## src/rtl/channel_scanner.sv

```systemverilog
// channel_scanner: steps a registered select across a 2**N:1 mux, assembling one word per start.
// Define SCAN_PARITY_EN to add a registered parity output (XOR of data) that updates with data.
module channel_scanner #(
  parameter int N = 3
) (
  input  logic            clk,
  input  logic            reset,
  input  logic            start,
  input  logic            y,
  output logic [N-1:0]    s,
  output logic [2**N-1:0] data,
  output logic            valid,
  input  logic            ready,
`ifdef SCAN_PARITY_EN
  output logic            parity,
`endif
  output logic            busy
);

  localparam int            CH   = 2**N;
  localparam logic [N-1:0]  LAST = N'(CH - 1);

  typedef enum logic [1:0] {IDLE, SCAN, HOLD} state_t;

  state_t        state, state_nx;
  logic [CH-1:0] shadow, shadow_nx;
  logic          last_ch;

  assign last_ch = (s == LAST);

  always_comb begin
    state_nx     = state;
    shadow_nx    = shadow;
    shadow_nx[s] = y;
    busy         = 1'b0;
    valid        = 1'b0;
    case (state)
      IDLE: if (start) state_nx = SCAN;
      SCAN: begin
        busy = 1'b1;
        if (last_ch) state_nx = HOLD;
      end
      HOLD: begin
        valid = 1'b1;
        if (ready) state_nx = start ? SCAN : IDLE;
      end
      default: state_nx = IDLE;
    endcase
  end

  // s is only ever advanced in SCAN and wraps to 0 on the final channel,
  // so it is already 0 whenever a new scan begins.
  always_ff @(posedge clk) begin
    if (reset) begin
      state  <= IDLE;
      s      <= '0;
      shadow <= '0;
      data   <= '0;
`ifdef SCAN_PARITY_EN
      parity <= 1'b0;
`endif
    end else begin
      state <= state_nx;
      if (state == SCAN) begin
        shadow <= shadow_nx;
        s      <= s + N'(1);
        if (last_ch) begin
          data   <= shadow_nx;
`ifdef SCAN_PARITY_EN
          parity <= ^shadow_nx;
`endif
        end
      end
    end
  end

endmodule
```

## config.mk

```make
export PLATFORM = sky130hd
export DESIGN_NAME = channel_scanner
export DESIGN_NICKNAME = d
export VERILOG_FILES = /design/src/rtl/channel_scanner.sv
export SDC_FILE = /design/constraint.sdc
export NUM_CORES = 1
export LEC_CHECK = 0
export ABC_AREA = 0
export CAP_MARGIN = 20
export CELL_PAD_IN_SITES_DETAIL_PLACEMENT = 1
export CELL_PAD_IN_SITES_GLOBAL_PLACEMENT = 2
export CORE_MARGIN = 1.5
export CORE_UTILIZATION = 28
export CTS_CLUSTER_DIAMETER = 200
export DETAILED_ROUTE_END_ITERATION = 6
export PLACE_DENSITY_LB_ADDON = 0.1
export SETUP_SLACK_MARGIN = 0.1
export SLEW_MARGIN = 10
export SYNTH_ARGS = -nofsm -noshare
export SYNTH_HDL_FRONTEND = slang
export SYNTH_SLANG_ARGS = --single-unit
```

## constraint.sdc

```tcl
create_clock -name clk -period 1.4 [get_ports clk]
set_input_delay 0.28 -clock clk [delete_from_list [all_inputs] [get_ports clk]]
set_output_delay 0.28 -clock clk [all_outputs]
set_load 0.1 [all_outputs]
```

==> flow_summary.html, run 1 <==
<table>
<tr><th>Metric</th><th>Value</th></tr>
<tr><th colspan="2">Run status</th></tr>
<tr><td>Result of the run</td><td>completed</td></tr>
<tr><th colspan="2">Worst setup path</th></tr>
<tr><td>Reg2reg end</td><td>data[6]</td></tr>
<tr><td>Largest driver fanout on the critical path</td><td>12</td></tr>
<tr><td>Worst stage delay on the critical path</td><td>0.39 ns</td></tr>
<tr><td>CP Buf/Inv Count</td><td>2</td></tr>
<tr><td>Worst setup path class</td><td>reg2out</td></tr>
<tr><td>Launch instance of the worst register-to-register path</td><td>s[1]</td></tr>
<tr><td>Worst reg2reg path depth</td><td>5</td></tr>
<tr><td>CP top delay family</td><td>flip-flops</td></tr>
<tr><td>Critical-path top delay cell</td><td>sky130_fd_sc_hd__dfxtp_4</td></tr>
<tr><td>Setup crit end kind</td><td>output port</td></tr>
<tr><td>Register-to-register setup slack</td><td>0.06 ns</td></tr>
<tr><td>Ordered cell list for the critical path</td><td>buf_6 -&gt; buf_12</td></tr>
<tr><td>Required time at the endpoint of the critical path</td><td>1.12 ns</td></tr>
<tr><td>Data arrival at the endpoint of the critical path</td><td>1.06 ns</td></tr>
<tr><td>Worst Setup Start Kind</td><td>flip-flop</td></tr>
<tr><th colspan="2">Timing</th></tr>
<tr><td>Fin Clk Skew</td><td>0.00488 ns</td></tr>
<tr><td>Post-layout minimum cycle time</td><td>1.34 ns</td></tr>
<tr><td>Worst slew slack as a fraction of its limit</td><td>0.832</td></tr>
<tr><td>Slew at the pin closest to its max-slew limit</td><td>0.247 ns</td></tr>
<tr><td>Final setup violating endpoints</td><td>0</td></tr>
<tr><td>Final hold viol count</td><td>0</td></tr>
<tr><td>Upper clock frequency limit</td><td>0.748 GHz</td></tr>
<tr><td>Post-route fraction of the period consumed by the critical path</td><td>0.955</td></tr>
<tr><td>Unrepaired setup endpoints after global routing</td><td>true</td></tr>
<tr><td>Number of pins with negative max-slew slack in the final report</td><td>0</td></tr>
<tr><th colspan="2">Global route</th></tr>
<tr><td>Antenna violations before repair</td><td>0</td></tr>
<tr><td>Global route total overflow</td><td>0</td></tr>
<tr><td>Wire length of the first global-routing pass</td><td>4250 um</td></tr>
<tr><td>Pin count of the biggest net entering global routing</td><td>22</td></tr>
<tr><td>Overall routing resource usage</td><td>0.139</td></tr>
<tr><td>Number of global-route vias before repair</td><td>924</td></tr>
<tr><th colspan="2">Power and ir drop</th></tr>
<tr><td>Leakage component of the power</td><td>0.553 nW</td></tr>
<tr><td>Clock Power Share</td><td>0.238</td></tr>
<tr><td>Switching power as a share of total power</td><td>0.306</td></tr>
<tr><td>Internal power contribution</td><td>0.869 mW</td></tr>
<tr><td>Power per unit of standard cell area</td><td>790 nW/um^2</td></tr>
<tr><td>Sequential share of power</td><td>0.518</td></tr>
<tr><td>Peak supply drop</td><td>0.320 mV</td></tr>
<tr><td>Combinational share of power</td><td>0.244</td></tr>
<tr><td>Total power of the final layout</td><td>1.25 mW</td></tr>
<tr><td>Total net switching power</td><td>0.383 mW</td></tr>
<tr><th colspan="2">Layout</th></tr>
<tr><td>Area taken by flip-flops and latches</td><td>437 um^2</td></tr>
<tr><td>Final std cells w/o fill</td><td>176</td></tr>
<tr><td>Area of the multi-input gates</td><td>597 um^2</td></tr>
<tr><td>Fin area</td><td>1590 um^2</td></tr>
<tr><td>Layout overhead on the synthesized area</td><td>61.0%</td></tr>
<tr><td>Post-layout utilization of the core</td><td>0.471</td></tr>
<tr><td>Inserted Diodes</td><td>0</td></tr>
<tr><td>Most frequent cells in the layout</td><td>sky130_fd_sc_hd__dfxtp_1 (16), sky130_fd_sc_hd__buf_12 (16), sky130_fd_sc_hd__nor2_1 (13)</td></tr>
<tr><td>Fillers</td><td>382</td></tr>
<tr><td>Final-stage net count</td><td>138</td></tr>
<tr><td>Layout cells sized above 1</td><td>0.477</td></tr>
<tr><th colspan="2">Worst hold path</th></tr>
<tr><td>Endpoint of the worst hold-timing path</td><td>shadow[3]</td></tr>
<tr><td>Number of instances on the worst hold path</td><td>2</td></tr>
<tr><td>Startpoint of the tightest hold check path</td><td>shadow[3]</td></tr>
<tr><td>Path type of the worst min-delay path</td><td>reg2reg</td></tr>
<tr><th colspan="2">Clocking</th></tr>
<tr><td>Clock slew at reported path FFs</td><td>0.12 ns</td></tr>
<tr><td>Max clock buf depth</td><td>2</td></tr>
<tr><td>CTS hold repair buffers</td><td>0</td></tr>
<tr><td>Root buffer selected by CTS</td><td>sky130_fd_sc_hd__clkbuf_4</td></tr>
<tr><td>TritonCTS clock tree</td><td>built</td></tr>
<tr><td>Number of sinks driven by the clock tree</td><td>21</td></tr>
<tr><td>Clock latency of the later-clocked register in the worst-skew pair</td><td>0.30 ns</td></tr>
<tr><td>H-tree Lvls</td><td>1</td></tr>
<tr><td>CTS Buf Count</td><td>3</td></tr>
<tr><th colspan="2">Die</th></tr>
<tr><td>Full die area</td><td>3880 um^2</td></tr>
<tr><td>Floorplan row count</td><td>21</td></tr>
<tr><td>Initial Util</td><td>0.293</td></tr>
<tr><td>Die outline height</td><td>62.3 um</td></tr>
<tr><td>Top-Level Pins</td><td>18</td></tr>
<tr><td>Die extent in x</td><td>62.3 um</td></tr>
<tr><td>Core area</td><td>3360 um^2</td></tr>
<tr><th colspan="2">Placed design</th></tr>
<tr><td>Buffers added on ports</td><td>17</td></tr>
<tr><td>Dpl cell area</td><td>1410 um^2</td></tr>
<tr><td>Detailed Place HPWL</td><td>1710 um</td></tr>
<tr><td>Post-Place Cells</td><td>165</td></tr>
<tr><td>Final weighted congestion of routability-driven global placement</td><td>0.646</td></tr>
<tr><th colspan="2">Synth</th></tr>
<tr><td>Synthesis-stage register bit count</td><td>21</td></tr>
<tr><td>Ys Warns</td><td>0</td></tr>
<tr><td>Nets in the synthesized netlist</td><td>109</td></tr>
<tr><td>Post-synth design cell area</td><td>985 um^2</td></tr>
<tr><td>Count of distinct cell types in the synthesized netlist</td><td>26</td></tr>
<tr><td>Post-synthesis sequential area ratio</td><td>0.427</td></tr>
<tr><td>Cells after synthesis</td><td>102</td></tr>
<tr><td>Synthesized area per cell</td><td>9.65 um^2</td></tr>
<tr><th colspan="2">Routing</th></tr>
<tr><td>Number of DRC violations after detailed routing</td><td>0</td></tr>
<tr><td>Via count</td><td>842</td></tr>
<tr><td>Drt first-iter violations</td><td>21</td></tr>
<tr><td>Wire length reported by the detailed router</td><td>2570 um</td></tr>
<tr><td>Routed via count divided by cell count</td><td>4.78</td></tr>
<tr><td>Wire length per cell</td><td>14.6 um</td></tr>
<tr><td>Number of nets still failing antenna checks after routing</td><td>0</td></tr>
<tr><td>1st-pass router iterations</td><td>3</td></tr>
<tr><th colspan="2">Flow run</th></tr>
<tr><td>Max capacitance violation total</td><td>0</td></tr>
</table>
## layer usage
metal | global-route usage | up-vias | share of wire
met2 | 0.245 | 11 | 0.48
met3 | 0.0181 | 4 | 0.021
met4 | 0.0528 | 0 | 0.012
met1 | 0.172 | 408 | 0.49
li1 | - | 419 | -
met5 | 0 | - | 0
## what timing repair did
item	CTS	global route
gates resized for setup	8	14
setup endpoints to repair	11	16
pin swaps	0	2
cloned	0	0
setup buffers	5	2
## logic make-up after synthesis
family          Yosys count  synth area share
buf+inv                  10            0.0724
simple gates             43             0.249
compound gates           19             0.156
flops                    21             0.427
xor+xnor                  1           0.00890
fa+ha+maj                 2            0.0254
mux                       6            0.0610
## flip-flops by register name (all words and copies together), names as in the netlist
| register | cells |
|---|---|
| s | 3 |
| shadow | 8 |
| data | 8 |
| state | 2 |
## synth_stat cells (all sizes together)
| master | number | area share |
|---|---|---|
| dfxtp | 21 | 0.43 |
| nor2 | 18 | 0.069 |
| a211oi | 14 | 0.12 |
| buf | 6 | 0.057 |
| mux2i | 6 | 0.061 |
| nor3 | 6 | 0.030 |
| nand2 | 4 | 0.015 |
| nand3b | 4 | 0.030 |
| a21oi | 3 | 0.015 |
| nor3b | 3 | 0.038 |
| clkbuf | 2 | 0.0076 |
| ha | 2 | 0.025 |
| inv | 2 | 0.0076 |
| nand2b | 2 | 0.015 |
| nor2b | 2 | 0.013 |
| and3b | 1 | 0.0089 |
| and4 | 1 | 0.0089 |
| nand3 | 1 | 0.0051 |
| nor4b | 1 | 0.015 |
| o31a | 1 | 0.0089 |
| o32a | 1 | 0.010 |
| xnor2 | 1 | 0.0089 |
## power by group through the flow
stage	Sequential [mW]	Combinational (mW)	Clock, mW
finish	0.649	0.305	0.298
global route	0.654	0.330	0.342
CTS	0.647	0.284	0.315
detailed placement	0.659	0.271	0
global placement	0.657	0.266	0
floorplan	0.695	0.139	0
## tightest hold or removal path: stages, from the launching register on
cell	delay, ns
sky130_fd_sc_hd__dfxtp_1	0.33
sky130_fd_sc_hd__nor2_1	0.10
sky130_fd_sc_hd__a211oi_1	0.05
## stage by stage
stage | setup WS (ns) | hold slack, ns | setup TNS [ns]
5_1_grt | -0.00754 | 0.546 | -0.00754
3_5_place_dp | -0.0949 | 0.494 | -0.487
3_3_place_gp | -0.0499 | 0.486 | -0.191
6_report | 0.0625 | 0.514 | 0
2_1_floorplan | -0.0990 | 0.359 | -0.617
4_1_cts | 0.0538 | 0.512 | 0
## final cells by class
type / count / area share
Multi-Input combinational cell: 71 / 0.376
Timing Repair Buffer: 32 / 0.289
Sequential cell: 21 / 0.275
Tap cell: 46 / 0.0363
Clock buffer: 4 / 0.0166
Inverter: 2 / 0.00631
## worst max path at each step
stage | cells past startpoint | start | to | slack [ns]
finish | 2 | s[1] | s[1] | 0.06
floorplan | 7 | s[1] | data[1] | -0.1
global placement | 4 | y | data[0] | -0.05
CTS | 6 | s[1] | data[3] | 0.05
detailed placement | 4 | y | shadow[7] | -0.09
global route | 5 | s[1] | data[5] | -0.008
(Power assumes the default switching activity.)
==> run 2: changes to the inputs <==
--- a/config.mk
+++ b/config.mk
@@ -10,7 +10,8 @@
 export CELL_PAD_IN_SITES_DETAIL_PLACEMENT = 1
 export CELL_PAD_IN_SITES_GLOBAL_PLACEMENT = 2
 export CORE_MARGIN = 1.5
-export CORE_UTILIZATION = 28
+export CORE_UTILIZATION = 29
+export CTS_BUF_LIST = sky130_fd_sc_hd__clkbuf_8
 export CTS_CLUSTER_DIAMETER = 200
 export DETAILED_ROUTE_END_ITERATION = 6
 export PLACE_DENSITY_LB_ADDON = 0.1
==> flow_summary.html, run 2 (same netlist as run 1, synthesis figures left out) <==
<table>
<tr><th>Metric</th><th>Value</th></tr>
<tr><th colspan="2">Clocking</th></tr>
<tr><td>CTS Buf Count</td><td>3 (unchanged)</td></tr>
<tr><td>Root buffer selected by CTS</td><td>sky130_fd_sc_hd__clkbuf_8</td></tr>
<tr><td>TritonCTS clock tree</td><td>built</td></tr>
<tr><td>Max clock buf depth</td><td>2 (unchanged)</td></tr>
<tr><td>Clock latency of the later-clocked register in the worst-skew pair</td><td>0.26 ns (-0.04 ns)</td></tr>
<tr><td>Clock slew at reported path FFs</td><td>0.08 ns (-0.04 ns)</td></tr>
<tr><td>CTS hold repair buffers</td><td>0 (unchanged)</td></tr>
<tr><td>Number of sinks driven by the clock tree</td><td>21 (unchanged)</td></tr>
<tr><td>H-tree Lvls</td><td>1 (unchanged)</td></tr>
<tr><th colspan="2">Placed design</th></tr>
<tr><td>Place WS</td><td>-0.0125 ns (+0.0824 ns)</td></tr>
<tr><td>Final weighted congestion of routability-driven global placement</td><td>0.708 (+9.6%)</td></tr>
<tr><td>Detailed Place HPWL</td><td>1770 um (+3.7%)</td></tr>
<tr><td>Buffers added on ports</td><td>17 (unchanged)</td></tr>
<tr><th colspan="2">Layout</th></tr>
<tr><td>Inserted Diodes</td><td>0 (unchanged)</td></tr>
<tr><td>Post-layout utilization of the core</td><td>0.506 (+0.0346)</td></tr>
<tr><td>Layout overhead on the synthesized area</td><td>60.7%</td></tr>
<tr><td>Most frequent cells in the layout</td><td>sky130_fd_sc_hd__dfxtp_1 (16), sky130_fd_sc_hd__buf_12 (15), sky130_fd_sc_hd__nor2_1 (12)</td></tr>
<tr><td>Biggest regs</td><td>data (8), shadow (8), s (3)</td></tr>
<tr><td>Layout cells sized above 1</td><td>0.481 (+0.00370)</td></tr>
<tr><td>Leading cell type in the layout, fill and taps excluded</td><td>sky130_fd_sc_hd__dfxtp_1</td></tr>
<tr><td>Final-stage net count</td><td>137 (-0.72%)</td></tr>
<tr><th colspan="2">Worst hold path</th></tr>
<tr><td>Endpoint of the worst hold-timing path</td><td>shadow[0]</td></tr>
<tr><td>Startpoint of the tightest hold check path</td><td>shadow[0]</td></tr>
<tr><td>Path type of the worst min-delay path</td><td>reg2reg</td></tr>
<tr><td>Number of instances on the worst hold path</td><td>2 (unchanged)</td></tr>
<tr><th colspan="2">Worst setup path</th></tr>
<tr><td>Register-to-register setup slack</td><td>0.08 ns (+0.02 ns)</td></tr>
<tr><td>Worst Setup Start Kind</td><td>flip-flop</td></tr>
<tr><td>Setup crit end kind</td><td>flip-flop</td></tr>
<tr><td>Most prevalent standard cell on the critical path</td><td>sky130_fd_sc_hd__ha_4</td></tr>
<tr><td>Critical-path top delay cell</td><td>sky130_fd_sc_hd__dfxtp_4</td></tr>
<tr><td>Launch instance of the worst register-to-register path</td><td>s[1]</td></tr>
<tr><td>Data arrival at the endpoint of the critical path</td><td>1.51 ns (+0.45 ns)</td></tr>
<tr><td>Largest driver fanout on the critical path</td><td>14 (+2)</td></tr>
<tr><td>Required time at the endpoint of the critical path</td><td>1.59 ns (+0.47 ns)</td></tr>
<tr><td>Worst reg2reg path depth</td><td>5 (unchanged)</td></tr>
<tr><td>Worst stage delay on the critical path</td><td>0.36 ns (-0.03 ns)</td></tr>
<tr><td>Ordered cell list for the critical path</td><td>ha_4 -&gt; ha_4 -&gt; and3b_2 -&gt; buf_12 -&gt; a211oi_2</td></tr>
<tr><td>Worst setup path class</td><td>reg2reg</td></tr>
<tr><td>Reg2reg end</td><td>data[4]</td></tr>
<tr><th colspan="2">Routing</th></tr>
<tr><td>Number of DRC violations after detailed routing</td><td>0 (unchanged)</td></tr>
<tr><td>Routed via count divided by cell count</td><td>4.85 (+1.4%)</td></tr>
<tr><td>Wire length per cell</td><td>14.7 um (+1.1%)</td></tr>
<tr><td>Wire length reported by the detailed router</td><td>2550 um (-0.62%)</td></tr>
<tr><td>Number of nets still failing antenna checks after routing</td><td>0 (unchanged)</td></tr>
<tr><td>1st-pass router iterations</td><td>4 (+1)</td></tr>
<tr><td>Via count</td><td>839 (-0.36%)</td></tr>
<tr><td>Drt first-iter violations</td><td>11 (-48%)</td></tr>
<tr><th colspan="2">Global route</th></tr>
<tr><td>Overall routing resource usage</td><td>0.162 (+0.0236)</td></tr>
<tr><td>Global route total overflow</td><td>0 (unchanged)</td></tr>
<tr><td>Pin count of the biggest net entering global routing</td><td>22 (unchanged)</td></tr>
<tr><td>Number of global-route vias before repair</td><td>920 (-0.43%)</td></tr>
<tr><td>Antenna violations before repair</td><td>0 (unchanged)</td></tr>
<tr><td>Wire length of the first global-routing pass</td><td>4370 um (+2.8%)</td></tr>
<tr><th colspan="2">Flow run</th></tr>
<tr><td>Max capacitance violation total</td><td>0 (unchanged)</td></tr>
<tr><th colspan="2">Timing</th></tr>
<tr><td>Final setup violating endpoints</td><td>0 (unchanged)</td></tr>
<tr><td>Post-route fraction of the period consumed by the critical path</td><td>0.940 (-0.0157)</td></tr>
<tr><td>Final hold viol count</td><td>0 (unchanged)</td></tr>
<tr><td>Sum of negative setup slack</td><td>0 ns (unchanged)</td></tr>
<tr><td>Fin Clk Skew</td><td>0.00245 ns (-0.00243 ns)</td></tr>
<tr><td>Post-layout minimum cycle time</td><td>1.32 ns (-0.0219 ns)</td></tr>
<tr><td>Slew at the pin closest to its max-slew limit</td><td>0.287 ns (+0.0404 ns)</td></tr>
<tr><td>Worst setup slack after layout</td><td>0.0844 ns (+0.0219 ns)</td></tr>
<tr><td>Unrepaired setup endpoints after global routing</td><td>true</td></tr>
<tr><td>Number of pins with negative max-slew slack in the final report</td><td>0 (unchanged)</td></tr>
<tr><td>Worst slew slack as a fraction of its limit</td><td>0.803 (-0.0292)</td></tr>
<tr><td>Upper clock frequency limit</td><td>0.760 GHz (+1.7%)</td></tr>
<tr><th colspan="2">Die</th></tr>
<tr><td>Floorplan row count</td><td>20 (-4.8%)</td></tr>
<tr><td>Initial Util</td><td>0.315 (+0.0220)</td></tr>
<tr><td>Core area</td><td>3130 um^2 (-7.0%)</td></tr>
<tr><td>Full die area</td><td>3750 um^2 (-3.3%)</td></tr>
<tr><td>Die extent in x</td><td>61.3 um (-1.7%)</td></tr>
<tr><td>Top-Level Pins</td><td>18 (unchanged)</td></tr>
<tr><td>Die outline height</td><td>61.3 um (-1.7%)</td></tr>
<tr><th colspan="2">Power and ir drop</th></tr>
<tr><td>Peak supply drop</td><td>0.402 mV (+26%)</td></tr>
<tr><td>Leakage component of the power</td><td>0.571 nW (+3.2%)</td></tr>
<tr><td>Power per unit of standard cell area</td><td>850 nW/um^2 (+7.5%)</td></tr>
<tr><th colspan="2">Run status</th></tr>
<tr><td>Result of the run</td><td>completed</td></tr>
</table>
[run 2: cell types whose count changed in the layout (fill, tap and decap cells not counted), moves of 2 or more]
cell,change
sky130_fd_sc_hd__clkbuf_8,+3
sky130_fd_sc_hd__a211oi_1,-2
sky130_fd_sc_hd__clkbuf_4,-3
sky130_fd_sc_hd__mux2i_1,+3
sky130_fd_sc_hd__a211oi_2,+2
sky130_fd_sc_hd__mux2i_2,-3
[run 2: area by class of cell]
type / count / area [um^2]
clock buffers: 3 / 41.3
clock inverters: 1 / 5.00
fillers: 356 / 1550
inverters: 2 / 12.5
multi-input cells: 71 / 592
flip-flops and latches: 21 / 439
well taps: 44 / 55.1
repair buffers: 31 / 438
[run 2: how the worst max path moves through the flow]
| stage | end | slack, ns | start |
|---|---|---|---|
| 2_1_floorplan | data[1] | -0.1 | s[1] |
| 6_report | data[4] | 0.08 | s[1] |
| 4_1_cts | data[6] | 0.05 | s[1] |
| 5_1_grt | data[5] | 0.03 | s[1] |
| 3_5_place_dp | shadow[7] | -0.01 | y |
| 3_3_place_gp | shadow[7] | -0.01 | y |
[run 2: report_power, final]
part / internal (mW) / total (mW) / switching [mW]
logic: 0.131 / 0.300 / 0.168
clock network: 0.198 / 0.400 / 0.202
registers: 0.621 / 0.645 / 0.0236
[run 2: critical path: cells and delay by family, from the launching register on]
family                   cells  cell delay [ns]
buffers and inverters        1             0.15
AO/OA/AOI/OAI                1             0.20
flip-flops                   1             0.36
adder cells (fa/ha/maj)      2             0.31
AND/OR/NAND/NOR              1             0.21
[run 2: timing repair]
item,in CTS,in global routing
buffers inserted,4,0
pin swaps,0,2
gates resized for setup,12,11
endpoints found under the setup margin,12,17
[run 2: per-layer routing]
| metal | vias to the layer above | share of wire | GRT usage |
|---|---|---|---|
| li1 | 415 | - | - |
| met1 | 406 | 0.47 | 0.208 |
| met2 | 14 | 0.49 | 0.263 |
| met3 | 4 | 0.034 | 0.0294 |
| met4 | 0 | 0.013 | 0.0776 |
| met5 | - | 0 | 0 |
[run 2: through the flow]
step / hold WS, ns / power, mW / instance area [um^2] / instances
floorplan: 0.359 / 0.835 / 1040 / 102
global placement: 0.486 / 0.925 / 1430 / 165
detailed placement: 0.486 / 0.931 / 1430 / 165
CTS: 0.501 / 1.36 / 1540 / 173
global route: 0.548 / 1.41 / 1580 / 173
finish: 0.499 / 1.34 / 1580 / 173
==> run 3: changes to the inputs <==
--- a/config.mk
+++ b/config.mk
@@ -9,7 +9,7 @@
 export CAP_MARGIN = 20
 export CELL_PAD_IN_SITES_DETAIL_PLACEMENT = 1
 export CELL_PAD_IN_SITES_GLOBAL_PLACEMENT = 2
-export CORE_MARGIN = 1.5
+export CORE_MARGIN = 4
 export CORE_UTILIZATION = 29
 export CTS_BUF_LIST = sky130_fd_sc_hd__clkbuf_8
 export CTS_CLUSTER_DIAMETER = 200
==> flow_summary.html, run 3 (same netlist as run 1, synthesis figures left out) <==
<table>
<tr><th>Metric</th><th>Value</th></tr>
<tr><th colspan="2">Run status</th></tr>
<tr><td>Result of the run</td><td>completed</td></tr>
<tr><th colspan="2">Placed design</th></tr>
<tr><td>Detailed Place HPWL</td><td>1730 um (-2.1%)</td></tr>
<tr><td>Buffers added on ports</td><td>17 (unchanged)</td></tr>
<tr><td>Place WS</td><td>-0.00876 ns (+0.00376 ns)</td></tr>
<tr><td>Dpl cell area</td><td>1420 um^2 (-0.53%)</td></tr>
<tr><td>Final weighted congestion of routability-driven global placement</td><td>0.705 (-0.38%)</td></tr>
<tr><td>Post-Place Cells</td><td>164 (-0.61%)</td></tr>
<tr><th colspan="2">Worst setup path</th></tr>
<tr><td>Setup crit end kind</td><td>flip-flop</td></tr>
<tr><td>Worst setup endpoint</td><td>data[5]</td></tr>
<tr><td>Critical path origin</td><td>s[0]</td></tr>
<tr><td>CP Buf/Inv Count</td><td>1 (unchanged)</td></tr>
<tr><td>Ordered cell list for the critical path</td><td>ha_4 -&gt; ha_4 -&gt; and3b_2 -&gt; buf_12 -&gt; nor2_1 -&gt; a211oi_2</td></tr>
<tr><td>Reg2reg end</td><td>data[5]</td></tr>
<tr><td>Required time at the endpoint of the critical path</td><td>1.54 ns (-0.05 ns)</td></tr>
<tr><td>Worst Setup Start Kind</td><td>flip-flop</td></tr>
<tr><td>CP Depth</td><td>6 (+1)</td></tr>
<tr><td>Launch instance of the worst register-to-register path</td><td>s[0]</td></tr>
<tr><td>Worst stage delay on the critical path</td><td>0.36 ns (about the same)</td></tr>
<tr><td>Most prevalent standard cell on the critical path</td><td>sky130_fd_sc_hd__ha_4</td></tr>
<tr><td>Worst setup path class</td><td>reg2reg</td></tr>
<tr><td>CP top delay family</td><td>flip-flops</td></tr>
<tr><td>Critical-path top delay cell</td><td>sky130_fd_sc_hd__dfxtp_4</td></tr>
<tr><td>Largest driver fanout on the critical path</td><td>14 (unchanged)</td></tr>
<tr><td>Data arrival at the endpoint of the critical path</td><td>1.46 ns (-0.05 ns)</td></tr>
<tr><td>Worst reg2reg path depth</td><td>6 (+1)</td></tr>
<tr><td>Register-to-register setup slack</td><td>0.08 ns (about the same)</td></tr>
<tr><th colspan="2">Global route</th></tr>
<tr><td>Routing usage on met3</td><td>0.0306 (+0.00120)</td></tr>
<tr><td>Overall routing resource usage</td><td>0.132 (-0.0302)</td></tr>
<tr><td>Antenna violations before repair</td><td>0 (unchanged)</td></tr>
<tr><td>Wire length of the first global-routing pass</td><td>4360 um (-0.16%)</td></tr>
<tr><td>Number of global-route vias before repair</td><td>861 (-6.4%)</td></tr>
<tr><td>Global routing's busiest layer</td><td>met2</td></tr>
<tr><td>Pin count of the biggest net entering global routing</td><td>22 (unchanged)</td></tr>
<tr><td>Global routing usage on met1</td><td>0.161 (-0.0468)</td></tr>
<tr><td>Global route total overflow</td><td>0 (unchanged)</td></tr>
<tr><td>GR Util met2</td><td>0.228 (-0.0349)</td></tr>
<tr><th colspan="2">Layout</th></tr>
<tr><td>Layout overhead on the synthesized area</td><td>58.2%</td></tr>
<tr><td>Most frequent cells in the layout</td><td>sky130_fd_sc_hd__nor2_1 (16), sky130_fd_sc_hd__dfxtp_1 (16), sky130_fd_sc_hd__buf_12 (16)</td></tr>
<tr><td>Layout cells sized above 1</td><td>0.430 (-0.0509)</td></tr>
<tr><td>Fillers</td><td>351 (-1.4%)</td></tr>
<tr><td>Inserted Diodes</td><td>0 (unchanged)</td></tr>
<tr><td>Fin area</td><td>1560 um^2 (-1.6%)</td></tr>
<tr><td>Final std cells w/o fill</td><td>172 (-0.58%)</td></tr>
<tr><td>Biggest regs</td><td>data (8), shadow (8), s (3)</td></tr>
<tr><td>Post-layout utilization of the core</td><td>0.494 (-0.0120)</td></tr>
<tr><td>Final-stage net count</td><td>136 (-0.73%)</td></tr>
<tr><th colspan="2">Clocking</th></tr>
<tr><td>Clock latency of the later-clocked register in the worst-skew pair</td><td>0.25 ns (about the same)</td></tr>
<tr><td>Max clock buf depth</td><td>2 (unchanged)</td></tr>
<tr><td>H-tree Lvls</td><td>1 (unchanged)</td></tr>
<tr><td>Number of sinks driven by the clock tree</td><td>21 (unchanged)</td></tr>
<tr><td>Clock slew at reported path FFs</td><td>0.08 ns (about the same)</td></tr>
<tr><td>CTS Buf Count</td><td>3 (unchanged)</td></tr>
<tr><td>Root buffer selected by CTS</td><td>sky130_fd_sc_hd__clkbuf_8</td></tr>
<tr><td>TritonCTS clock tree</td><td>built</td></tr>
<tr><th colspan="2">Die</th></tr>
<tr><td>Floorplan row count</td><td>20 (unchanged)</td></tr>
<tr><td>Core area</td><td>3150 um^2 (+0.80%)</td></tr>
<tr><td>Die extent in x</td><td>66.3 um (+8.2%)</td></tr>
<tr><td>Top-Level Pins</td><td>18 (unchanged)</td></tr>
<tr><td>Initial Util</td><td>0.312 (-0.00250)</td></tr>
<tr><td>Die outline height</td><td>66.3 um (+8.2%)</td></tr>
<tr><td>Full die area</td><td>4390 um^2 (+17%)</td></tr>
<tr><th colspan="2">Timing</th></tr>
<tr><td>Fin Clk Skew</td><td>0.00131 ns (-0.00114 ns)</td></tr>
<tr><td>Upper clock frequency limit</td><td>0.757 GHz (-0.43%)</td></tr>
<tr><td>Final hold viol count</td><td>0 (unchanged)</td></tr>
<tr><td>Post-layout minimum cycle time</td><td>1.32 ns (+0.00564 ns)</td></tr>
<tr><td>Slew at the pin closest to its max-slew limit</td><td>0.373 ns (+0.0861 ns)</td></tr>
<tr><td>Post-route fraction of the period consumed by the critical path</td><td>0.944 (+0.00403)</td></tr>
<tr><td>Worst setup slack after layout</td><td>0.0788 ns (-0.00564 ns)</td></tr>
<tr><td>Unrepaired setup endpoints after global routing</td><td>true</td></tr>
<tr><td>Worst slew slack as a fraction of its limit</td><td>0.751 (-0.0525)</td></tr>
<tr><td>Final setup violating endpoints</td><td>0 (unchanged)</td></tr>
<tr><td>Number of pins with negative max-slew slack in the final report</td><td>0 (unchanged)</td></tr>
<tr><th colspan="2">Power and ir drop</th></tr>
<tr><td>Power per unit of standard cell area</td><td>857 nW/um^2 (+0.90%)</td></tr>
<tr><td>Leakage component of the power</td><td>0.566 nW (-0.97%)</td></tr>
<tr><td>Peak supply drop</td><td>0.459 mV (+14%)</td></tr>
<tr><td>Total power of the final layout</td><td>1.34 mW (-0.70%)</td></tr>
<tr><th colspan="2">Routing</th></tr>
<tr><td>Routed via count divided by cell count</td><td>4.77 (-1.6%)</td></tr>
<tr><td>Number of DRC violations after detailed routing</td><td>0 (unchanged)</td></tr>
<tr><td>Number of nets still failing antenna checks after routing</td><td>0 (unchanged)</td></tr>
<tr><td>1st-pass router iterations</td><td>4 (unchanged)</td></tr>
<tr><td>Via count</td><td>821 (-2.1%)</td></tr>
<tr><td>Wire length reported by the detailed router</td><td>2540 um (-0.43%)</td></tr>
<tr><td>Drt first-iter violations</td><td>9 (-2)</td></tr>
<tr><td>Wire length per cell</td><td>14.8 um (+0.15%)</td></tr>
<tr><th colspan="2">Worst hold path</th></tr>
<tr><td>Path type of the worst min-delay path</td><td>reg2reg</td></tr>
<tr><th colspan="2">Flow run</th></tr>
<tr><td>Max capacitance violation total</td><td>0 (unchanged)</td></tr>
</table>
[run 3: how the worst min path moves through the flow]
stage	start	endpoint	slack, ns	cells after the start
after floorplan	reset	data[0]	0.36	1
after global placement	shadow[0]	shadow[0]	0.48	2
after detailed placement	shadow[0]	shadow[0]	0.50	2
after CTS	shadow[0]	shadow[0]	0.51	2
after global routing	shadow[2]	shadow[2]	0.53	2
final	shadow[0]	shadow[0]	0.51	2
[run 3: through the flow]
| step | hold slack [ns] | setup TNS (ns) |
|---|---|---|
| after detailed placement | 0.495 | -0.0145 |
| after global routing | 0.526 | 0 |
| final | 0.506 | 0 |
| after floorplan | 0.359 | -0.617 |
| after global placement | 0.484 | 0 |
| after CTS | 0.508 | 0 |
[run 3: what timing repair did]
action                                  CTS  global route
resized for setup                        10             4
pin swaps                                 0             2
hold buffers                              0             0
setup buffers                             3             1
endpoints found under the setup margin   10            16
[run 3: cell type report]
| type | instances | area, um^2 | area share |
|---|---|---|---|
| sequential | 21 | 434 | 0.279 |
| clock inverter | 1 | 3.75 | 0.00241 |
| timing repair buffer | 30 | 439 | 0.282 |
| tap | 44 | 55.1 | 0.0353 |
| multi-input combinational | 71 | 572 | 0.367 |
| clock buffer | 3 | 41.3 | 0.0265 |
| inverter | 2 | 12.5 | 0.00803 |
[run 3: worst register-to-register path: stages (launching register included)]
cell	delay, ns
sky130_fd_sc_hd__dfxtp_4	0.36
sky130_fd_sc_hd__ha_4	0.16
sky130_fd_sc_hd__ha_4	0.16
sky130_fd_sc_hd__and3b_2	0.21
sky130_fd_sc_hd__buf_12	0.15
sky130_fd_sc_hd__nor2_1	0.12
sky130_fd_sc_hd__a211oi_2	0.06
[run 3: power breakdown]
group	switching, mW	leakage [nW]	internal [mW]
logic	0.168	0.365	0.125
registers	0.0223	0.174	0.624
clock network	0.201	0.0269	0.195
total	0.391	0.566	0.944
[run 3: metal layers]
metal | part of all wire | routed length (um)
met1 | 0.48 | 1210
met2 | 0.49 | 1240
met3 | 0.030 | 77
met4 | 0.0075 | 19
met5 | 0 | 0
